## src/rtl/uart_rx_os_if.sv

```systemverilog
// Receive-word handshake between uart_rx_os and the RX FIFO write side.
// The receiver is the master; the FIFO side supplies rx_ready.
interface uart_rx_os_if #(
    parameter int DATA_BITS = 8
);
    logic [DATA_BITS-1:0] rx_data;
    logic                 rx_valid;
    logic                 rx_ready;
    logic                 frame_err;
    logic                 parity_err;

    modport master (
        output rx_data, rx_valid, frame_err, parity_err,
        input  rx_ready
    );

    modport slave (
        input  rx_data, rx_valid, frame_err, parity_err,
        output rx_ready
    );
endinterface

```

## src/rtl/uart_rx_os.sv

```systemverilog
// Oversampling UART receiver with 3-sample majority vote per bit.
// Optional parity bit when UART_RX_PARITY_EN is defined.
module uart_rx_os #(
    parameter int CLK_FREQ   = 50000000,
    parameter int BAUD       = 9600,
    parameter int OVERSAMPLE = 16,
    parameter int DATA_BITS  = 8,
    parameter int STOP_BITS  = 1,
    parameter int PARITY_ODD = 0
) (
    input  logic         clk,
    input  logic         reset,
    input  logic         rx,
    uart_rx_os_if.master rx_if,
    output logic         overrun,
    output logic         busy
);

    localparam int DIV_RAW = CLK_FREQ / (BAUD * OVERSAMPLE);
    localparam int DIV     = (DIV_RAW < 1) ? 1 : DIV_RAW;
    localparam int DW      = $clog2(DIV) + 1;
    localparam int OW      = $clog2(OVERSAMPLE);
    localparam int BW      = $clog2(DATA_BITS);
    localparam int M       = OVERSAMPLE / 2;

`ifdef UART_RX_PARITY_EN
    localparam logic PODD = (PARITY_ODD != 0);
    typedef enum logic [2:0] {IDLE, START, DATA, PARITY, STOP} state_t;
`else
    typedef enum logic [2:0] {IDLE, START, DATA, STOP} state_t;
`endif

    state_t state, nxt;

    logic                 sync1, sync2, prev;
    logic [DW-1:0]        div_cnt;
    logic [OW-1:0]        os_cnt;
    logic [BW-1:0]        bit_cnt;
    logic                 stop_cnt;
    logic [1:0]           smp;
    logic [DATA_BITS-1:0] shreg;
    logic                 ferr_acc;
    logic                 perr_bit;

    logic fall, tick, at_vote, at_end, vote;
    logic start_det, done;

    assign fall    = prev & ~sync2;
    assign tick    = (state != IDLE) && (div_cnt == DW'(DIV - 1));
    assign at_vote = tick && (os_cnt == OW'(M + 1));
    assign at_end  = tick && (os_cnt == OW'(OVERSAMPLE - 1));
    assign vote    = (smp[1] & smp[0]) | (smp[1] & sync2) | (smp[0] & sync2);
    assign busy    = (state != IDLE);

    always_ff @(posedge clk or posedge reset) begin
        if (reset) state <= IDLE;
        else       state <= nxt;
    end

    // Last stop vote returns to IDLE mid-bit so the next start edge is seen early.
    always_comb begin
        nxt       = state;
        start_det = 1'b0;
        done      = 1'b0;
        unique case (state)
            IDLE: begin
                if (fall) begin
                    nxt       = START;
                    start_det = 1'b1;
                end
            end
            START: begin
                if (at_vote && vote) nxt = IDLE;
                else if (at_end)     nxt = DATA;
            end
            DATA: begin
                if (at_end && bit_cnt == BW'(DATA_BITS - 1)) begin
`ifdef UART_RX_PARITY_EN
                    nxt = PARITY;
`else
                    nxt = STOP;
`endif
                end
            end
`ifdef UART_RX_PARITY_EN
            PARITY: begin
                if (at_end) nxt = STOP;
            end
`endif
            STOP: begin
                if (at_vote && stop_cnt == 1'(STOP_BITS - 1)) begin
                    nxt  = IDLE;
                    done = 1'b1;
                end
            end
            default: nxt = IDLE;
        endcase
    end

    always_ff @(posedge clk or posedge reset) begin
        if (reset) begin
            sync1    <= 1'b1;
            sync2    <= 1'b1;
            prev     <= 1'b1;
            div_cnt  <= '0;
            os_cnt   <= '0;
            bit_cnt  <= '0;
            stop_cnt <= 1'b0;
            smp      <= '0;
            shreg    <= '0;
            ferr_acc <= 1'b0;
            perr_bit <= 1'b0;
        end else begin
            sync1 <= rx;
            sync2 <= sync1;
            prev  <= sync2;
            if (start_det) begin
                div_cnt  <= '0;
                os_cnt   <= '0;
                bit_cnt  <= '0;
                stop_cnt <= 1'b0;
                ferr_acc <= 1'b0;
                perr_bit <= 1'b0;
            end else if (state != IDLE) begin
                div_cnt <= tick ? '0 : div_cnt + 1'b1;
                if (tick) os_cnt <= at_end ? '0 : os_cnt + 1'b1;
                if (tick && os_cnt == OW'(M - 1)) smp[1] <= sync2;
                if (tick && os_cnt == OW'(M))     smp[0] <= sync2;
                if (at_vote && state == DATA)
                    shreg <= {vote, shreg[DATA_BITS-1:1]};
`ifdef UART_RX_PARITY_EN
                if (at_vote && state == PARITY)
                    perr_bit <= vote ^ (^shreg) ^ PODD;
`endif
                if (at_vote && state == STOP && !vote) ferr_acc <= 1'b1;
                if (at_end && state == DATA) bit_cnt <= bit_cnt + 1'b1;
                if (at_end && state == STOP) stop_cnt <= stop_cnt + 1'b1;
            end
        end
    end

    // Output word register; a completion that finds it full and unaccepted is dropped.
    always_ff @(posedge clk or posedge reset) begin
        if (reset) begin
            rx_if.rx_data    <= '0;
            rx_if.rx_valid   <= 1'b0;
            rx_if.frame_err  <= 1'b0;
            rx_if.parity_err <= 1'b0;
            overrun          <= 1'b0;
        end else begin
            overrun <= 1'b0;
            if (done) begin
                if (rx_if.rx_valid && !rx_if.rx_ready) begin
                    overrun <= 1'b1;
                end else begin
                    rx_if.rx_data    <= shreg;
                    rx_if.frame_err  <= ferr_acc | ~vote;
                    rx_if.parity_err <= perr_bit;
                    rx_if.rx_valid   <= 1'b1;
                end
            end else if (rx_if.rx_valid && rx_if.rx_ready) begin
                rx_if.rx_valid <= 1'b0;
            end
        end
    end

endmodule

```

## src/flat_wrapper.sv

```systemverilog
// flat-port wrapper written by rule: the top's interface ports become plain ports
module uart_rx_os_flat 
#(
    parameter int CLK_FREQ   = 50000000,
    parameter int BAUD       = 9600,
    parameter int OVERSAMPLE = 16,
    parameter int DATA_BITS  = 8,
    parameter int STOP_BITS  = 1,
    parameter int PARITY_ODD = 0
)
  (clk, reset, rx, overrun, busy, rx_if_rx_data, rx_if_rx_valid, rx_if_frame_err, rx_if_parity_err, rx_if_rx_ready);
  uart_rx_os_if #(.DATA_BITS(DATA_BITS)) rx_if_i ();
  input  logic clk;
  input  logic reset;
  input  logic rx;
  output logic overrun;
  output logic busy;
  output wire logic [$bits(rx_if_i.rx_data)-1:0] rx_if_rx_data;
  output wire logic [$bits(rx_if_i.rx_valid)-1:0] rx_if_rx_valid;
  output wire logic [$bits(rx_if_i.frame_err)-1:0] rx_if_frame_err;
  output wire logic [$bits(rx_if_i.parity_err)-1:0] rx_if_parity_err;
  input wire logic [$bits(rx_if_i.rx_ready)-1:0] rx_if_rx_ready;
  assign rx_if_rx_data = rx_if_i.rx_data;
  assign rx_if_rx_valid = rx_if_i.rx_valid;
  assign rx_if_frame_err = rx_if_i.frame_err;
  assign rx_if_parity_err = rx_if_i.parity_err;
  assign rx_if_i.rx_ready = rx_if_rx_ready;
  uart_rx_os #(.CLK_FREQ(CLK_FREQ), .BAUD(BAUD), .OVERSAMPLE(OVERSAMPLE), .DATA_BITS(DATA_BITS), .STOP_BITS(STOP_BITS), .PARITY_ODD(PARITY_ODD)) u_core (.clk(clk), .reset(reset), .rx(rx), .rx_if(rx_if_i), .overrun(overrun), .busy(busy));
endmodule
```

## config.mk

```make
export PLATFORM = sky130hd
export DESIGN_NAME = uart_rx_os_flat
export DESIGN_NICKNAME = d
export VERILOG_FILES = /design/src/rtl/uart_rx_os_if.sv /design/src/rtl/uart_rx_os.sv /design/src/flat_wrapper.sv
export SDC_FILE = /design/constraint.sdc
export NUM_CORES = 1
export LEC_CHECK = 0
export CAP_MARGIN = 40
export CORE_MARGIN = 1.5
export CORE_UTILIZATION = 55
export CTS_BUF_LIST = sky130_fd_sc_hd__clkbuf_8 sky130_fd_sc_hd__clkbuf_16
export DETAILED_ROUTE_END_ITERATION = 6
export DONT_BUFFER_PORTS = 1
export PLACE_DENSITY = 0.67
export SLEW_MARGIN = 0
export SYNTH_ARGS = -nofsm -noshare
export SYNTH_HDL_FRONTEND = slang
export SYNTH_SLANG_ARGS = --single-unit
```

## constraint.sdc

```tcl
create_clock -name clk -period 2.8 [get_ports clk]
set_input_delay 0.84 -clock clk [delete_from_list [all_inputs] [get_ports clk]]
set_output_delay 0.84 -clock clk [all_outputs]
set_load 0.05 [all_outputs]
```

# == After elaboration in Yosys (flattened, before gate mapping) ==
# Index checks and enable logic that the tools add are counted.
# classes
n_mux,31
reduce_logical,35
n_addsub,4
bitwise_logic,12
n_eq_ne,14
# op_table
op,count
two-way mux 10 bit,3
two-way mux 3 bit,8
two-way mux 4 bit,4
logical AND 1 bit,15
two-way mux 1 bit,15
== test 4 bit (second input constant),3
case mux 3 bit (4 select lines),1
AND reduction 2 bit,6
nonzero test 2 bit,6
adder 10 x 1 -> 10 bit (second input constant),1
== test 10 x 9 -> 1 bit (second input constant),1
AND reduction 3 bit,3
== test 3 x 2 -> 1 bit (second input constant),2
inequality test 2 x 1 -> 1 bit (second input constant),3
NOT 1 bit,5
adder 4 x 1 -> 4 bit (second input constant),1
bitwise AND 1 bit,4
== test 4 x 3 -> 1 bit (second input constant),1
AND reduction 4 bit,1
adder 3 x 1 -> 3 bit (second input constant),1
== test 3 x 1 -> 1 bit (second input constant),1
== test 3 bit (second input constant),1
logical NOT 3 bit,1
inequality test 3 x 1 -> 1 bit (second input constant),1
other kinds (5),8
# totals
inputBits,4
output_inout_bits,13
word_cells,112
ff_bits,46

# == Depth between registers and ports, before layout ==
# Gate-level depths: netlist of run 1.
# logic_depth
ltp_word,8
mapped_depth,8
depth_no_buf,7

# == Worst setup path after synthesis of run 1 ==
# OpenSTA, ideal clock, no wires.
# synth_timing
path_kind,register -> register
from,register u_core.div_cnt[3]
to,register u_core.bit_cnt[1]
n_path_buf,1
arrival_time_ns,2.123
path_stages_with_launch,7
path_slack_ns,0.546
cell_sequence,dfrtp_1 > or4b_4 > or4_1 > buf_2 > nor4_4 > mux2i_1 > nor2_1
# synth_between
elab_chain_cells,6
# synth_rtl
element,line_no,rtl
"start, declared",uart_rx_os.sv:36,logic [DW-1:0] div_cnt;
"start signal, assigned",uart_rx_os.sv:125,div_cnt <= tick ? '0 : div_cnt + 1'b1;
== test 10 x 9 -> 1 bit,uart_rx_os.sv:49,assign tick = (state != IDLE) && (div_cnt == DW'(DIV - 1));
logical AND 1 bit,uart_rx_os.sv:49,
logical AND 1 bit,uart_rx_os.sv:51,assign at_end = tick && (os_cnt == OW'(OVERSAMPLE - 1));
logical AND 1 bit,uart_rx_os.sv:136,if (at_end && state == DATA) bit_cnt <= bit_cnt + 1'b1;
nonzero test 2 bit (no source line),--,
AND reduction 2 bit (no source line),--,
"end signal, assigned",uart_rx_os.sv:136,
"end, declared",uart_rx_os.sv:38,logic [BW-1:0] bit_cnt;
# No other way between the ends.
# A chain may end at the register's enable or synchronous reset.

# == Worst setup path after layout of run 1 ==
# layout_timing
from,register u_core.div_cnt[7]
to,register u_core.bit_cnt[2]
# The elaborated chain is that of the path after synthesis.

==> flow_summary.json, run 1 <==
{
  "status": "completed",
  "cts_tree": "done",
  "core_region_area_mm2": 0.00369,
  "grt_max_degree": 25,
  "reg2reg_depth": 5,
  "final_util_pct": 63.1,
  "avgSynthCellArea_um2": 10.8,
  "final.setup_skew_ns": 0.00519,
  "slew_viol_final": 0,
  "final_nets": 215,
  "p_seq_share_pct": 56.0,
  "cts_made_buffers": 5,
  "cp_slowest_cell": "or4_1",
  "grt_usage_pct": 20.9,
  "ant_nets": 0,
  "routedWlPerCell_um": 15.3,
  "drive_above_1_share_pct": 19.6,
  "ys_seq_elements": 45,
  "hold_path_class": "register to register",
  "rrSetupSlack_ns": 0.39,
  "p_sw_share_pct": 25.2,
  "crit_type": "register to register",
  "critPathCapture": "u_core.bit_cnt[2]$_DFFE_PP0P_",
  "synth.area.top_cells": "dfrtp_1, mux2_2, o21ai_0",
  "antenna_found_initial": 0,
  "cp-end-kind": "register",
  "ctsResizeCount": 0,
  "gp_congestion": 0.833,
  "grt_pass1_vias": 1491,
  "hp-start": "u_core.sync1$_DFF_PP1_",
  "worst_path_dominant_cell_family": "simple AND/OR/NAND/NOR gates",
  "clock_path_buffers": 2,
  "hpwlAfterDp_mm": 2.86,
  "slowest_delay_ns": 0.63,
  "ys_warn_count": 0,
  "io_buffer_count": 0,
  "synth_edf_count": 0,
  "synth_top_area_share_pct": 49.7,
  "synthArstFlopShare_pct": 100,
  "arrival_ns": 2.57,
  "ys_types": 38,
  "timing.rr.end": "u_core.bit_cnt[2]$_DFFE_PP0P_",
  "grt.overflow.total": 0,
  "rsz0062_at_grt": "false",
  "crit_start": "u_core.div_cnt[7]$_DFFE_PP0P_",
  "synthFlopType": "dfrtp_1",
  "cellLeakagePower_nw": 1.10,
  "path_clk_slew_ns": 0.08,
  "worstPathCellList": "or4b_4, or4_1, nor4_4, mux2i_1, nor2_1",
  "worst_pin_slew_ns": 0.506,
  "initial_utilization_pct": 57.3,
  "area_delta_synth_final_pct": 10.1,
  "synthTopCellsByCount": "dfrtp_1, nand2_1, mux2_2, o21ai_0, nor2_1",
  "syn_nets": 206,
  "setup_viol": 0,
  "diodes": 0,
  "p_total_mw": 1.35,
  "drv_cap": 0,
  "drc": 0,
  "start_kind": "register",
  "insertion_delay_ns": 0.29,
  "slew_headroom_pct": 66.0,
  "clockRootBuffer": "clkbuf_8",
  "p_clk_share_pct": 33.8,
  "holdBufCountCts": 0,
  "yosysMostFrequentCell": "dfrtp_1",
  "die_w_um": 65.0,
  "h-tree-depth": 2,
  "grt_pass1_wl_mm": 6.75,
  "required_ns": 2.96,
  "dr.pass1.iters": 4,
  "netlist_area_mm2": 0.00211,
  "drt_wl_total_mm": 3.87,
  "crit_fanout": 6,
  "peakVddDrop_mv": 0.355,
  "p_int_mw": 1.01,
  "finalCriticalPeriod_ns": 2.41,
  "post-place-ws_ns": 0.410,
  "die_area_mm2": 0.00422,
  "via_count": 1466,
  "post-route-period-util_pct": 86.1,
  "yosys.area.top_type": "dfrtp_1",
  "switchingPower_uw": 341,
  "seq_area_frac_synth_pct": 53.5,
  "synth_cells": 195,
  "rr_startpoint": "u_core.div_cnt[7]$_DFFE_PP0P_",
  "rows": 22,
  "finalHoldViolCount": 0,
  "power.density_mw_per_mm2": 582,
  "die_h_um": 65.0,
  "first_iter_violations": 116,
  "cts.sinks": 45,
  "setup_ws_ns": 0.391,
  "vias_per_cell": 5.82,
  "post_cts_buffers": 0,
  "tns_ns": 0,
  "combPwrFrac_pct": 10.1,
  "path_buf_inv": 0,
  "path_depth": 5,
  "clock.fmax_mhz": 415,
  "top_level_ports": 17
}
[layout by cell type (no fill, tap or decap), types with 2 or more instances in the layout]
cell	Yosys	layout
buf_4	1	6
nand3_1	7	7
dfrtp_1	42	42
a21o_1	3	3
a31oi_1	3	3
o31ai_1	4	4
dfstp_2	3	3
nor3_1	4	4
and3_1	3	3
mux2_2	19	19
nor2_1	15	15
xnor2_1	3	3
nor2b_1	2	2
clkbuf_8	0	5
nand2b_1	3	3
mux2i_1	2	2
o21ai_0	19	19
a21oi_1	4	4
inv_1	9	8
ha_1	7	7
nand2_1	22	22
[how the worst min path moves through the flow]
stage / to / cells after the start / slack, ns
6_report: u_core.sync2$_DFF_PP1_ / 0 / 0.36
5_1_grt: u_core.sync2$_DFF_PP1_ / 0 / 0.36
4_1_cts: u_core.sync2$_DFF_PP1_ / 0 / 0.36
3_5_place_dp: u_core.sync2$_DFF_PP1_ / 0 / 0.35
2_1_floorplan: u_core.sync2$_DFF_PP1_ / 0 / 0.35
3_3_place_gp: u_core.sync2$_DFF_PP1_ / 0 / 0.35
[layer usage]
layer  GRT usage, %  vias to the layer above  wire length (µm)
li1               -                      694                 -
met2           36.7                       47              1950
met3           4.17                        7               168
met1           25.8                      718              1690
met5              0                        -                 0
met4           6.38                        0                53
[worst register-to-register path: stages, from the launching register on]
cell and delay (ns):
dfrtp_1 0.44, or4b_4 0.57, or4_1 0.63, nor4_4 0.37, mux2i_1 0.22, nor2_1 0.05
[cell families after synthesis]
group | share of synthesized area (%)
xor+xnor | 1.66
flops | 53.5
simple gates | 16.7
other cells | 0.177
buf+inv | 2.72
fa+ha+maj | 4.62
compound gates | 9.59
mux | 11.1
[through the flow]
step,cells,instance area (µm²),hold slack (ns)
after global placement,244,2190,0.349
final,252,2330,0.360
after detailed placement,245,2220,0.349
after floorplan,195,2110,0.345
after CTS,252,2330,0.361
after global routing,252,2330,0.361
[sequential cells by signal (all words and copies together), names as in the netlist, 2 cells and up]
register / cells
u_core.state: 2
u_core.shreg: 8
u_core.smp: 2
u_core.bit_cnt: 3
u_core.div_cnt: 10
u_core.os_cnt: 4
u_core.rx_if.rx_data: 8
[layout make-up]
class / instances / area (µm²)
tap: 48 / 60.1
multi-input combinational: 136 / 926
fill: 312 / 1360
clock buffer: 5 / 68.8
sequential: 45 / 1130
inverter: 9 / 33.8
clock inverter: 2 / 35.0
timing repair buffer: 7 / 72.6
[power by group through the flow]
stage	logic [mW]	registers (mW)	clock network, mW
finish	0.137	0.759	0.458
global route	0.162	0.767	0.498
global placement	0.127	0.767	0
detailed placement	0.138	0.769	0
CTS	0.139	0.757	0.474
floorplan	0.108	0.749	0
No activity file was read; power rests on OpenSTA's default activity.
==> run 2, diff against run 1 <==
--- a/config.mk
+++ b/config.mk
@@ -5,7 +5,6 @@
 export SDC_FILE = /design/constraint.sdc
 export NUM_CORES = 1
 export LEC_CHECK = 0
-export CAP_MARGIN = 40
 export CORE_MARGIN = 1.5
 export CORE_UTILIZATION = 55
 export CTS_BUF_LIST = sky130_fd_sc_hd__clkbuf_8 sky130_fd_sc_hd__clkbuf_16
==> run 2 against run 1 <==
Effect of this change:
- worst setup slack hardly changed
- routed wire length is 2.8% lower
- final area shrank 0.70%
- cell count stayed put
- power rose by 1.5%
- critical path depth is the same
- die area unchanged
- critical endpoint is now u_core.bit_cnt[1]$_DFFE_PP0P_
- highest routed layer unchanged
==> flow_summary.json, run 2 (synthesized netlist as in run 1, its figures left out) <==
{
  "status": "completed",
  "p_seq_share_pct": 55.0,
  "dp.cells": 244,
  "switchingPower_uw": 358,
  "top_regs": "u_core.div_cnt x10, u_core.rx_if.rx_data x8, u_core.shreg x8",
  "peakVddDrop_mv": 0.312,
  "holdBufCountCts": 0,
  "final_common_cell": "dfrtp_1",
  "first_iter_violations": 118,
  "grt.overflow.total": 0,
  "slowest_delay_ns": 0.62,
  "cts.sinks": 45,
  "tns_ns": 0,
  "area_delta_synth_final_pct": 9.30,
  "cellLeakagePower_nw": 1.08,
  "final_nets": 214,
  "final_cells": 252,
  "hold_depth": 0,
  "p_sw_share_pct": 26.0,
  "grt_max_degree": 34,
  "post-place-ws_ns": 0.402,
  "insertion_delay_ns": 0.30,
  "arrival_ns": 2.57,
  "rsz0062_at_grt": "false",
  "worst_path_dominant_cell_family": "simple AND/OR/NAND/NOR gates",
  "finalCriticalPeriod_ns": 2.41,
  "worst_pin_slew_ns": 1.14,
  "grt_pass1_wl_mm": 6.76,
  "clock.fmax_mhz": 415,
  "top_level_ports": 17,
  "grt_pass1_vias": 1529,
  "setup_ws_ns": 0.391,
  "largest_register": "u_core.div_cnt",
  "post_cts_buffers": 0,
  "die_w_um": 65.0,
  "cts_made_buffers": 5,
  "drv_cap": 0,
  "power.density_mw_per_mm2": 596,
  "p_int_mw": 1.02,
  "finalHoldViolCount": 0,
  "start_kind": "register",
  "clock_path_buffers": 2,
  "grt_usage_pct": 21.2,
  "dr.pass1.iters": 5,
  "h-tree-depth": 2,
  "die_area_mm2": 0.00422,
  "path_buf_inv": 0,
  "path_clk_slew_ns": 0.08,
  "layout_common_cells": "dfrtp_1, nand2_1, o21ai_0, mux2_2, nor2_1",
  "p_clk_share_pct": 35.3,
  "io_buffer_count": 0,
  "combPwrFrac_pct": 9.7,
  "reg2reg_depth": 5,
  "slew_viol_final": 0,
  "antenna_found_initial": 0,
  "slew_headroom_pct": 23.3,
  "rows": 22,
  "crit_fanout": 6,
  "worstPathCellList": "or4b_4, or4_1, nor4_4, mux2i_1, nor2_1",
  "cp-end-kind": "register",
  "drc": 0,
  "diodes": 0,
  "die_h_um": 65.0,
  "post-route-period-util_pct": 86.0,
  "routedWlPerCell_um": 14.9,
  "required_ns": 2.97,
  "gp_congestion": 0.833,
  "drive_above_1_share_pct": 19.6,
  "core_region_area_mm2": 0.00369,
  "final.setup_skew_ns": 0.0107,
  "hpwlAfterDp_mm": 2.70,
  "setup_viol": 0,
  "drt_wl_total_mm": 3.76,
  "via_count": 1469,
  "hold_path_class": "register to register",
  "vias_per_cell": 5.83,
  "ctsResizeCount": 0,
  "initial_utilization_pct": 57.3,
  "cp_slowest_cell": "or4_1",
  "crit_type": "register to register",
  "clockRootBuffer": "clkbuf_8",
  "cts_tree": "done",
  "path_depth": 5,
  "ant_nets": 0,
  "largest_reg_flops": 10
}
## run 2: cell count changes in the layout (fill, tap and decap cells not counted), sizes merged
cell,delta
clkinvlp,+1
buf,-1
## run 2: layout make-up
cell class | count | area [µm²]
clock buffer | 5 | 68.8
clock inverter | 3 | 46.3
inverter | 9 | 33.8
tap | 48 | 60.1
multi-input combinational | 136 | 926
sequential | 45 | 1130
fill | 302 | 1380
timing repair buffer | 6 | 45.0
## run 2: final timing paths
path	startpoint	endpoint	slack [ns]
setup / recovery	u_core.div_cnt[7]$_DFFE_PP0P_	u_core.bit_cnt[1]$_DFFE_PP0P_	0.39
hold / removal	u_core.sync1$_DFF_PP1_	u_core.sync2$_DFF_PP1_	0.36
setup reg to reg	u_core.div_cnt[7]$_DFFE_PP0P_	u_core.bit_cnt[1]$_DFFE_PP0P_	0.39
hold reg to reg	u_core.sync1$_DFF_PP1_	u_core.sync2$_DFF_PP1_	0.36
max in group asynchronous	reset	u_core.div_cnt[8]$_DFFE_PP0P_	1.55
min in group asynchronous	reset	u_core.rx_if.rx_data[3]$_DFFE_PP0P_	0.57
## run 2: stage by stage
stage / cell area, µm² / power (mW) / util (%) / hold slack [ns]
2_1_floorplan: 2110 / 0.857 / - / 0.345
3_3_place_gp: 2190 / 0.894 / 59.5 / 0.349
3_5_place_dp: 2190 / 0.903 / 59.5 / 0.349
4_1_cts: 2310 / 1.39 / 62.6 / 0.361
5_1_grt: 2310 / 1.45 / 62.6 / 0.362
6_report: 2310 / 1.38 / 62.6 / 0.360
## run 2: layer usage
| layer | part of all wire (%) | track usage, % | wire length [µm] |
|---|---|---|---|
| met1 | 46 | 27.3 | 1730 |
| met2 | 48 | 34.8 | 1810 |
| met3 | 4.4 | 5.21 | 167 |
| met4 | 1.4 | 7.45 | 53 |
| met5 | 0 | 0 | 0 |
## run 2: power groups by stage
stage / combinational, mW / clock, mW / sequential [mW]
3_5_place_dp: 0.133 / 0 / 0.770
4_1_cts: 0.135 / 0.500 / 0.757
5_1_grt: 0.158 / 0.530 / 0.767
6_report: 0.133 / 0.485 / 0.757
2_1_floorplan: 0.108 / 0 / 0.749
3_3_place_gp: 0.127 / 0 / 0.767
